$ cat src/rtl/btn_evt_pkg.sv
// Shared definitions for the button event controller: event field widths
// and press/release encoding.
package btn_evt_pkg;

  localparam logic EVT_PRESS   = 1'b1;
  localparam logic EVT_RELEASE = 1'b0;

  function automatic int id_width(input int n_btn);
    return (n_btn > 1) ? $clog2(n_btn) : 1;
  endfunction

  function automatic int evt_width(input int n_btn);
    return id_width(n_btn) + 1;
  endfunction

endpackage

$ cat src/rtl/evt_fifo.sv
// Show-ahead synchronous FIFO; head entry is visible on dout whenever empty is low.
// Pointers carry one extra wrap bit so full/empty come from the MSB comparison.
module evt_fifo #(
  parameter int WIDTH = 3,
  parameter int DEPTH = 4
) (
  input  logic             clk,
  input  logic             rst_n,
  input  logic             push,
  input  logic [WIDTH-1:0] din,
  input  logic             pop,
  output logic [WIDTH-1:0] dout,
  output logic             full,
  output logic             empty
);

  localparam int AW = $clog2(DEPTH);

  logic [AW:0]      wr_ptr;
  logic [AW:0]      rd_ptr;
  logic [WIDTH-1:0] mem [DEPTH];
  logic             do_push;
  logic             do_pop;

  assign empty   = (wr_ptr == rd_ptr);
  assign full    = (wr_ptr[AW] != rd_ptr[AW]) && (wr_ptr[AW-1:0] == rd_ptr[AW-1:0]);
  assign do_push = push & ~full;
  assign do_pop  = pop & ~empty;
  assign dout    = mem[rd_ptr[AW-1:0]];

  always_ff @(posedge clk or negedge rst_n) begin
    if (!rst_n) begin
      wr_ptr <= '0;
      rd_ptr <= '0;
      for (int i = 0; i < DEPTH; i++) mem[i] <= '0;
    end else begin
      if (do_push) begin
        mem[wr_ptr[AW-1:0]] <= din;
        wr_ptr              <= wr_ptr + 1'b1;
      end
      if (do_pop) rd_ptr <= rd_ptr + 1'b1;
    end
  end

endmodule

$ cat src/rtl/btn_event_ctrl.sv
// Button debouncer with press/release event generation, round-robin arbitration
// of pending channel events and a show-ahead event FIFO toward the consumer.
module btn_event_ctrl
  import btn_evt_pkg::*;
#(
  parameter int  N_BTN        = 4,
  parameter int  TICK_DIV     = 1000,
  parameter int  STABLE_TICKS = 8,
  parameter int  FIFO_DEPTH   = 4,
  localparam int ID_W         = id_width(N_BTN)
) (
  input  logic             clk,
  input  logic             rst_n,
  input  logic [N_BTN-1:0] btn_in,
  output logic [N_BTN-1:0] level_out,
  output logic             evt_valid,
  input  logic             evt_ready,
  output logic [ID_W-1:0]  evt_id,
  output logic             evt_press,
  output logic             evt_drop
);

  localparam int EVT_W = evt_width(N_BTN);
  localparam int DIV_W = $clog2(TICK_DIV);
  localparam int CNT_W = $clog2(STABLE_TICKS) + 1;

  typedef struct packed {
    logic [ID_W-1:0] id;
    logic            press;
  } evt_t;

  logic [N_BTN-1:0] sync_q;
  logic [N_BTN-1:0] s;
  logic [DIV_W-1:0] div;
  logic             tick;
  logic [CNT_W-1:0] cnt [N_BTN];
  logic [N_BTN-1:0] flip;
  logic [N_BTN-1:0] pend;
  logic [N_BTN-1:0] pol;
  logic [ID_W-1:0]  rr_ptr;
  logic [N_BTN-1:0] gnt;
  logic [ID_W-1:0]  gnt_id;
  logic             gnt_any;
  logic             fifo_full;
  logic             fifo_empty;
  evt_t             push_evt;
  evt_t             head_evt;

  always_ff @(posedge clk or negedge rst_n) begin
    if (!rst_n) begin
      sync_q <= '0;
      s      <= '0;
    end else begin
      sync_q <= btn_in;
      s      <= sync_q;
    end
  end

  assign tick = (div == DIV_W'(TICK_DIV - 1));

  always_ff @(posedge clk or negedge rst_n) begin
    if (!rst_n) div <= '0;
    else        div <= tick ? '0 : div + 1'b1;
  end

  // A channel flips on the tick that completes its run of disagreeing samples.
  always_comb begin
    flip = '0;
    for (int i = 0; i < N_BTN; i++)
      flip[i] = tick && (s[i] != level_out[i]) && (cnt[i] == CNT_W'(STABLE_TICKS - 1));
  end

  always_ff @(posedge clk or negedge rst_n) begin
    if (!rst_n) begin
      for (int i = 0; i < N_BTN; i++) cnt[i] <= '0;
      level_out <= '0;
    end else begin
      for (int i = 0; i < N_BTN; i++) begin
        if (tick) begin
          if (s[i] == level_out[i] || flip[i]) cnt[i] <= '0;
          else                                 cnt[i] <= cnt[i] + 1'b1;
        end
      end
      level_out <= level_out ^ flip;
    end
  end

  always_comb begin
    int idx;
    gnt     = '0;
    gnt_id  = '0;
    gnt_any = 1'b0;
    idx     = 0;
    if (!fifo_full) begin
      for (int k = 1; k <= N_BTN; k++) begin
        idx = (int'(rr_ptr) + k) % N_BTN;
        if (!gnt_any && pend[idx]) begin
          gnt_any  = 1'b1;
          gnt[idx] = 1'b1;
          gnt_id   = ID_W'(idx);
        end
      end
    end
  end

  // A flip in the grant cycle re-arms pend; the FIFO still takes the old pol.
  always_ff @(posedge clk or negedge rst_n) begin
    if (!rst_n) begin
      pend     <= '0;
      pol      <= '0;
      rr_ptr   <= ID_W'(N_BTN - 1);
      evt_drop <= 1'b0;
    end else begin
      for (int i = 0; i < N_BTN; i++) begin
        if (flip[i]) begin
          pend[i] <= 1'b1;
          pol[i]  <= ~level_out[i];
        end else if (gnt[i]) begin
          pend[i] <= 1'b0;
        end
      end
      if (gnt_any) rr_ptr <= gnt_id;
      evt_drop <= |(flip & pend & ~gnt);
    end
  end

  assign push_evt.id    = gnt_id;
  assign push_evt.press = |(pol & gnt);

  evt_fifo #(
    .WIDTH (EVT_W),
    .DEPTH (FIFO_DEPTH)
  ) u_fifo (
    .clk   (clk),
    .rst_n (rst_n),
    .push  (gnt_any),
    .din   (push_evt),
    .pop   (evt_ready),
    .dout  (head_evt),
    .full  (fifo_full),
    .empty (fifo_empty)
  );

  assign evt_valid = ~fifo_empty;
  assign evt_id    = head_evt.id;
  assign evt_press = head_evt.press;

endmodule

$ cat config.mk
export PLATFORM = sky130hd
export DESIGN_NAME = btn_event_ctrl
export DESIGN_NICKNAME = d
export VERILOG_FILES = /design/src/rtl/btn_evt_pkg.sv /design/src/rtl/evt_fifo.sv /design/src/rtl/btn_event_ctrl.sv
export SDC_FILE = /design/constraint.sdc
export NUM_CORES = 1
export LEC_CHECK = 0
export ABC_AREA = 1
export CAP_MARGIN = 20
export CORE_AREA = 2 2 81 83
export CTS_CLUSTER_DIAMETER = 150
export DETAILED_ROUTE_END_ITERATION = 6
export DIE_AREA = 0 0 83 85
export PLACE_DENSITY = 0.77
export SYNTH_ARGS = -nofsm -noshare
export SYNTH_HDL_FRONTEND = slang
export SYNTH_SLANG_ARGS = --single-unit
$ cat constraint.sdc
create_clock -name clk -period 2.5 [get_ports clk]
set_clock_uncertainty 0.05 [all_clocks]
set_input_delay 0.5 -clock clk [delete_from_list [all_inputs] [get_ports clk]]
set_output_delay 0.5 -clock clk [all_outputs]
set_load 0.02 [all_outputs]
# Word-level counts from Yosys, hierarchy flattened
# Cells that the tools add are included.
dict set report op_classes {
  n_addsub 11
  n_mul 0
  n_div 0
  n_lt_le_gt_ge 11
  n_eq_ne 16
  shifts 0
  n_mux 60
  bitwise 22
  reduce_logical 34
}
# op count
set ops {}
lappend ops {{two-way mux 4 bit} 12}
lappend ops {{two-way mux 1 bit} 28}
lappend ops {{logical AND 1 bit} 17}
lappend ops {{adder 4 x 1 -> 4 bit (second input constant)} 4}
lappend ops {{equality test 4 x 3 -> 1 bit (second input constant)} 4}
lappend ops {{less-than comparator 3 x 4 -> 1 bit (second input constant)} 4}
lappend ops {{bitwise AND 4 bit} 3}
lappend ops {{bitwise mux 12 bit} 1}
lappend ops {{greater-or-equal comparator 3 x 1 -> 1 bit (second input constant)} 4}
lappend ops {{bitwise OR 4 bit} 3}
lappend ops {{adder 10 x 1 -> 10 bit (second input constant)} 1}
lappend ops {{equality test 10 bit (second input constant)} 1}
lappend ops {{two-way mux 10 bit} 1}
lappend ops {{two-way mux 2 bit} 5}
lappend ops {{two-way mux 3 bit} 3}
lappend ops {{binary-select mux 1 bit (select 2 bit)} 4}
lappend ops {{demux 1 bit (select 2 bit)} 4}
lappend ops {{nonzero test 2 bit} 4}
lappend ops {{OR reduction 2 bit} 4}
lappend ops {{OR reduction 4 bit} 2}
lappend ops {{adder 3 x 1 -> 3 bit (second input constant)} 2}
lappend ops {{binary-select mux 3 bit (select 2 bit)} 1}
lappend ops {{demux 3 bit (select 2 bit)} 1}
lappend ops {{greater-or-equal comparator 3 bit (second input constant)} 2}
lappend ops {{15 further kinds} 39}
dict set report totals {
  regBits 67
  latchBits 0
  ram_bits 0
  rom_bits 0
  word_cells 178
  memories 0
}

# Logic depth before layout (Yosys ltp)
dict set report logic_depth {
  depth_word 23
  depth_mapped 14
  mapped_depth_nobuf 14
}

# Modules after synthesis
# From an unflattened synthesis, not the netlist that was laid out.
dict set report unflattened {
  cells_unflattened 440
  hier_area_um2 3693.5
}
# mod instances cells_per_inst area_each_um2 seq_area_each_um2
set by_module_without_submodules {}
lappend by_module_without_submodules {btn_event_ctrl 1 319 2666.3 1228.7}
lappend by_module_without_submodules {evt_fifo 1 121 1027.2 450.4}

# Worst setup path after synthesis
# Ideal clock, no wire load.
dict set report synth_timing {
  kind {register to register}
  startpoint {register rr_ptr[1]}
  endpoint {register u_fifo.mem[3] (netlist bit)}
  setup_ps 120
  arrival_time_ps 2042
  t_required_ps 2330
  setup_slack_ps 288
  stages_incl_launch_ff 14
  path_buffers 0
  synth_period_minus_slack_ps 2212
  path_cell_list {dfstp_2 -> inv_1 -> ha_1 -> inv_1 -> nand3_4 -> nand2_8 -> nor2_8 -> nand4_4 -> nand2_4 -> inv_4 -> nand2_2 -> inv_2 -> o21ai_1 -> nand2_1}
}
dict set report synth_between {
  elab_chain_len 21
  elab_cells_between_ends 73
  cone_classes {add/sub (4); order compare (8); mux (37); bitwise (9); reduce/logical (15)}
}
# item line
set synth_lines {}
lappend synth_lines {{from (decl)} btn_event_ctrl.sv:40} ;# logic [ID_W-1:0] rr_ptr;
lappend synth_lines {{from (signal assigned)} btn_event_ctrl.sv:111} ;# rr_ptr <= ID_W'(N_BTN - 1);
lappend synth_lines {{from (signal assigned)} btn_event_ctrl.sv:122} ;# if (gnt_any) rr_ptr <= gnt_id;
lappend synth_lines {{adder 2 x 1 -> 2 bit} btn_event_ctrl.sv:96} ;# idx = (int'(rr_ptr) + k) % N_BTN;
lappend synth_lines {{OR reduction 2 bit (no source line) or binary-select mux 1 bit (select 2 bit) (tied branches)} n/a}
lappend synth_lines {{bitwise AND 1 bit (no source line) or two-way mux 1 bit (tied branches)} n/a}
lappend synth_lines {{less-than comparator 3 x 4 -> 1 bit (implied by the code), or another cell as far along} btn_event_ctrl.sv:99} ;# gnt[idx] = 1'b1;
lappend synth_lines {{logical AND 1 bit (implied by the code) or two-way mux 1 bit (tied branches)} {btn_event_ctrl.sv:99, btn_event_ctrl.sv:97}}
lappend synth_lines {{two-way mux 1 bit, on equally long branches} {btn_event_ctrl.sv:99, btn_event_ctrl.sv:94}}
lappend synth_lines {{demux 1 bit (select 2 bit) or zero test 1 bit (tied branches)} {btn_event_ctrl.sv:99, btn_event_ctrl.sv:97}}
lappend synth_lines {{two-way mux 4 bit or logical AND 1 bit (tied branches)} btn_event_ctrl.sv:97} ;# if (!gnt_any && pend[idx]) begin
lappend synth_lines {{(+5 left out)} n/a}
lappend synth_lines {{two-way mux 4 bit or two-way mux 1 bit (tied branches)} {btn_event_ctrl.sv:97, btn_event_ctrl.sv:94}}
lappend synth_lines {{two-way mux 4 bit or zero test 1 bit (tied branches)} {btn_event_ctrl.sv:94, btn_event_ctrl.sv:97}}
lappend synth_lines {{bitwise OR 4 bit (no source line) or logical AND 1 bit (tied branches)} n/a}
lappend synth_lines {{two-way mux 4 bit} btn_event_ctrl.sv:97}
lappend synth_lines {{two-way mux 4 bit} btn_event_ctrl.sv:94} ;# if (!fifo_full) begin
lappend synth_lines {{bitwise AND 4 bit} btn_event_ctrl.sv:128} ;# assign push_evt.press = |(pol & gnt);
lappend synth_lines {{OR reduction 4 bit} btn_event_ctrl.sv:128}
lappend synth_lines {{bitwise mux 12 bit} evt_fifo.sv:38} ;# mem[wr_ptr[AW-1:0]] <= din;
lappend synth_lines {{to (signal, indexed assignment)} evt_fifo.sv:38}
lappend synth_lines {{to (decl)} evt_fifo.sv:21} ;# logic [WIDTH-1:0] mem [DEPTH];
# Several ways; a longest one is shown, not always the timed one. The select of a mux whose other input is x is not followed.
# A chain may end at the register's enable or synchronous reset.

# Worst setup path after layout
dict set report layout_timing {
  startpoint {register u_fifo.rd_ptr[0]}
  endpoint {output port evt_id[0]}
}
dict set report layout_between {
  elab_chain_len 4
}
# item line
set layout_lines {}
lappend layout_lines {{from (decl)} evt_fifo.sv:20} ;# logic [AW:0] rd_ptr;
lappend layout_lines {{from (signal assigned)} evt_fifo.sv:41} ;# if (do_pop) rd_ptr <= rd_ptr + 1'b1;
lappend layout_lines {{NOT 2 -> 3 bit (implied by the code)} evt_fifo.sv:29} ;# assign dout = mem[rd_ptr[AW-1:0]];
lappend layout_lines {{binary-select mux 3 bit (select 2 bit)} evt_fifo.sv:29}
lappend layout_lines {{two-way mux 3 bit (implied by the code) (2 in a row)} evt_fifo.sv:29}
lappend layout_lines {{to (decl)} btn_event_ctrl.sv:18} ;# output logic [ID_W-1:0] evt_id,
# No other way between the ends. The select of a mux whose other input is x is not followed.

==> results.md <==
- Outcome: finished, final reports clean
- CTS tree: built
- Total of max-cap violations: 0
- Worst skew pair latency: between 0.3 and 0.4 ns
- # nets final: 464
- Max Clk Rate: around 410 MHz
- Syn nets: roughly 440
- GRT overflow: 0
- DR WL/cell: approximately 13 um
- Post-Synthesis Cells: 410
- First-pass GRT wire length: 11.7 mm
- Slew @ Worst Pin: approximately 0.35 ns
- Post-CTS Resized: 0
- Slew Viols, Final: 0
- Crit path DAT: between 1.5 and 2 ns
- Final wirelength: between 6 and 7 mm
- Asr flop ratio synth: 100%
- Top FF cell, synth: dfrtp_1
- Number of synthesized flops with an enable pin: 0
- Yosys warnings: 0
- Critical path peak fanout: 9
- Iter 0 DRT Violations: between 150 and 200
- R2R setup slack: 0.17 ns
- LEAKAGE: 2.04 nW
- CTS sink cnt: 67
- CP Class: register to primary output
- Number of setup buffers added after CTS: 0
- Reg2reg start: rr_ptr[0]
- Tot GR Track Use: between 20% and 30%
- Worst-path clk slew: approximately 0.07 ns
- Syn_area_per_cell: a little under 9 um2
- Slew margin rel.: between 70% and 80%
- Count leader, synth: nand2_1
- Fillers: 480
- Final number of setup-violating endpoints: 0
- CTS H-tree depth: 3
- Antenna violations before repair: 0
- Post-Syn Area: about 0.0036 mm2
- Gpl congestion: just under 1
- Min Tclk post-route: about 2.4 ns
- N_diodes: 0
- Top-area cell type share of the netlist area: a little under half
- Initial core utilization: 57.8%
- Core Area: just over 0.006 mm2
- Antenna Nets Post-Route: 0
- Height of the die: 85 um
- Number of buffer cells added on primary ports: 15
- Synth cell types: 37
- Synth top area cells: dfrtp_1, nand2_1, ha_1
- VDD IR-drop max: around 450 uV
- Crit. End Element: primary output
- CTS Buffer Depth: 2
- R2r worst-path depth: 12
- Placement Cell Area: approximately 0.0039 mm2
- Vias per cell: around 5.3
- Pwr Density: 610 mW/mm2
- Standard-cell rows: 29
- Post-synthesis register bit count: 67
- Sequential fraction of the synthesis area: a little under half
- Fraction of layout cells with a size suffix above 1: about 15%
- Crit start category: register
- Root Driver: clkbuf_8
- TritonRoute pass-1 iters: 5
- Residual DRC: 0
- Hold Fails Final Rpt: 0
- Die Wd: roughly 83 um
- Post-route design area: 0.00408 mm2
- Data required, critical path: between 1.5 and 2 ns
- Worst min-delay path class: primary input to asynchronous set/reset pin
- Post-synth top cells: nand2_1, dfrtp_1, inv_1
- Final period utilization: 96.5%
- Hold buffer count at CTS: 0
- Worst r2r dst: u_fifo.mem[9]
- Sum Neg Setup Slack: 0 ns
- Die area: slightly above 0.007 mm2
- Largest net degree at the start of global routing: 68
- Area leader, netlist: dfrtp_1
- RSZ-0062 raised after global routing: false
- Total clock buffers created by CTS: 9
- Vias post-DR: approximately 2,800
- HPWL Detailed: about 4.9 mm
- Vias in the first global route: between 2,000 and 3,000
- P&R area growth vs syn: 13.9%
- # IOs: 16
==> cell usage in the layout (no fill, tap or decap), drive strengths merged, types with 4 or more instances in the layout <==
cell type	synthesis	final
nand2	109	109
dfrtp	65	65
inv	51	51
nand3	34	34
nor2	30	30
o21ai	30	30
a21oi	19	19
ha	18	18
nand4	13	13
clkbuf	1	13
clkdlybuf4s50	0	12
xnor2	9	9
nor3	7	7
buf	2	7
xor2	5	5
o22ai	4	4
or2	4	4
a21boi	4	4
==> per-layer routing <==
layer / GRT usage, % / up-vias / part of all wire [%]
met3: 4.77 / 11 / 4.6
met2: 33.9 / 62 / 48
met5: 0 / - / 0
met1: 26.5 / 1287 / 45
met4: 8.49 / 0 / 1.8
li1: - / 1396 / -
==> worst max path at each step <==
stage	startpoint	endpoint	slack (ns)
2_1_floorplan	rr_ptr[1]	u_fifo.mem[3]	0.29
3_3_place_gp	rr_ptr[0]	u_fifo.mem[6]	0.23
3_5_place_dp	rr_ptr[0]	u_fifo.mem[9]	0.18
4_1_cts	u_fifo.rd_ptr[0]	evt_valid	0.001
5_1_grt	u_fifo.rd_ptr[0]	evt_id[1]	0.007
6_report	u_fifo.rd_ptr[0]	evt_id[0]	0.09
==> power breakdown <==
group          leakage (nW)  total [mW]  internal (mW)  switching (mW)
logic                  1.05       0.373          0.158           0.215
registers             0.889        1.16           1.12          0.0457
clock network         0.104       0.955          0.585           0.370
total                  2.04        2.49           1.86           0.630
==> cell type report <==
cell class | count | area (um2) | share of cell area, %
clock buffer | 13 | 149 | 3.65
inverter | 51 | 194 | 4.75
clock inverter | 2 | 60.1 | 1.47
multi-input combinational | 289 | 1700 | 41.6
tap | 77 | 96.3 | 2.36
sequential | 67 | 1680 | 41.1
timing repair buffer | 21 | 208 | 5.09
==> critical path, cell delays in order, from the launching register on <==
cell	delay [ns]
dfrtp_1	0.49
inv_2	0.19
nor2_1	0.06
o22ai_1	0.17
clkdlybuf4s50_1	0.63
==> state kept, by name (all words and copies together), names as in the netlist, 3 cells and up <==
name / count
cnt: 16
u_fifo.rd_ptr: 3
div: 10
pol: 4
s: 4
u_fifo.wr_ptr: 3
pend: 4
u_fifo.mem: 12
level_out: 4
sync_q: 4
==> per-stage QoR <==
stage | util [%] | instances | total power, mW | worst slack (ns) | hold WS (ns)
final | 65.8 | 520 | 2.49 | 0.0887 | 0.127
after global routing | 65.8 | 520 | 2.60 | 0.00745 | 0.153
after CTS | 65.7 | 520 | 2.52 | 0.00125 | 0.136
after detailed placement | 62.3 | 505 | 1.56 | 0.184 | 0.286
after global placement | 62.3 | 505 | 1.56 | 0.225 | 0.282
after floorplan | - | 410 | 1.42 | 0.288 | 0.154
==> cells by family (layout without fill, tap and decap cells) <==
family	count (synthesis)	in the layout	synth area share, %
compound gates	59	59	8.93
xor+xnor	14	14	3.42
fa+ha+maj	18	18	6.28
buf+inv	54	87	5.97
flops	67	67	46.8
simple gates	198	198	28.6
(Power assumes the default switching activity.)
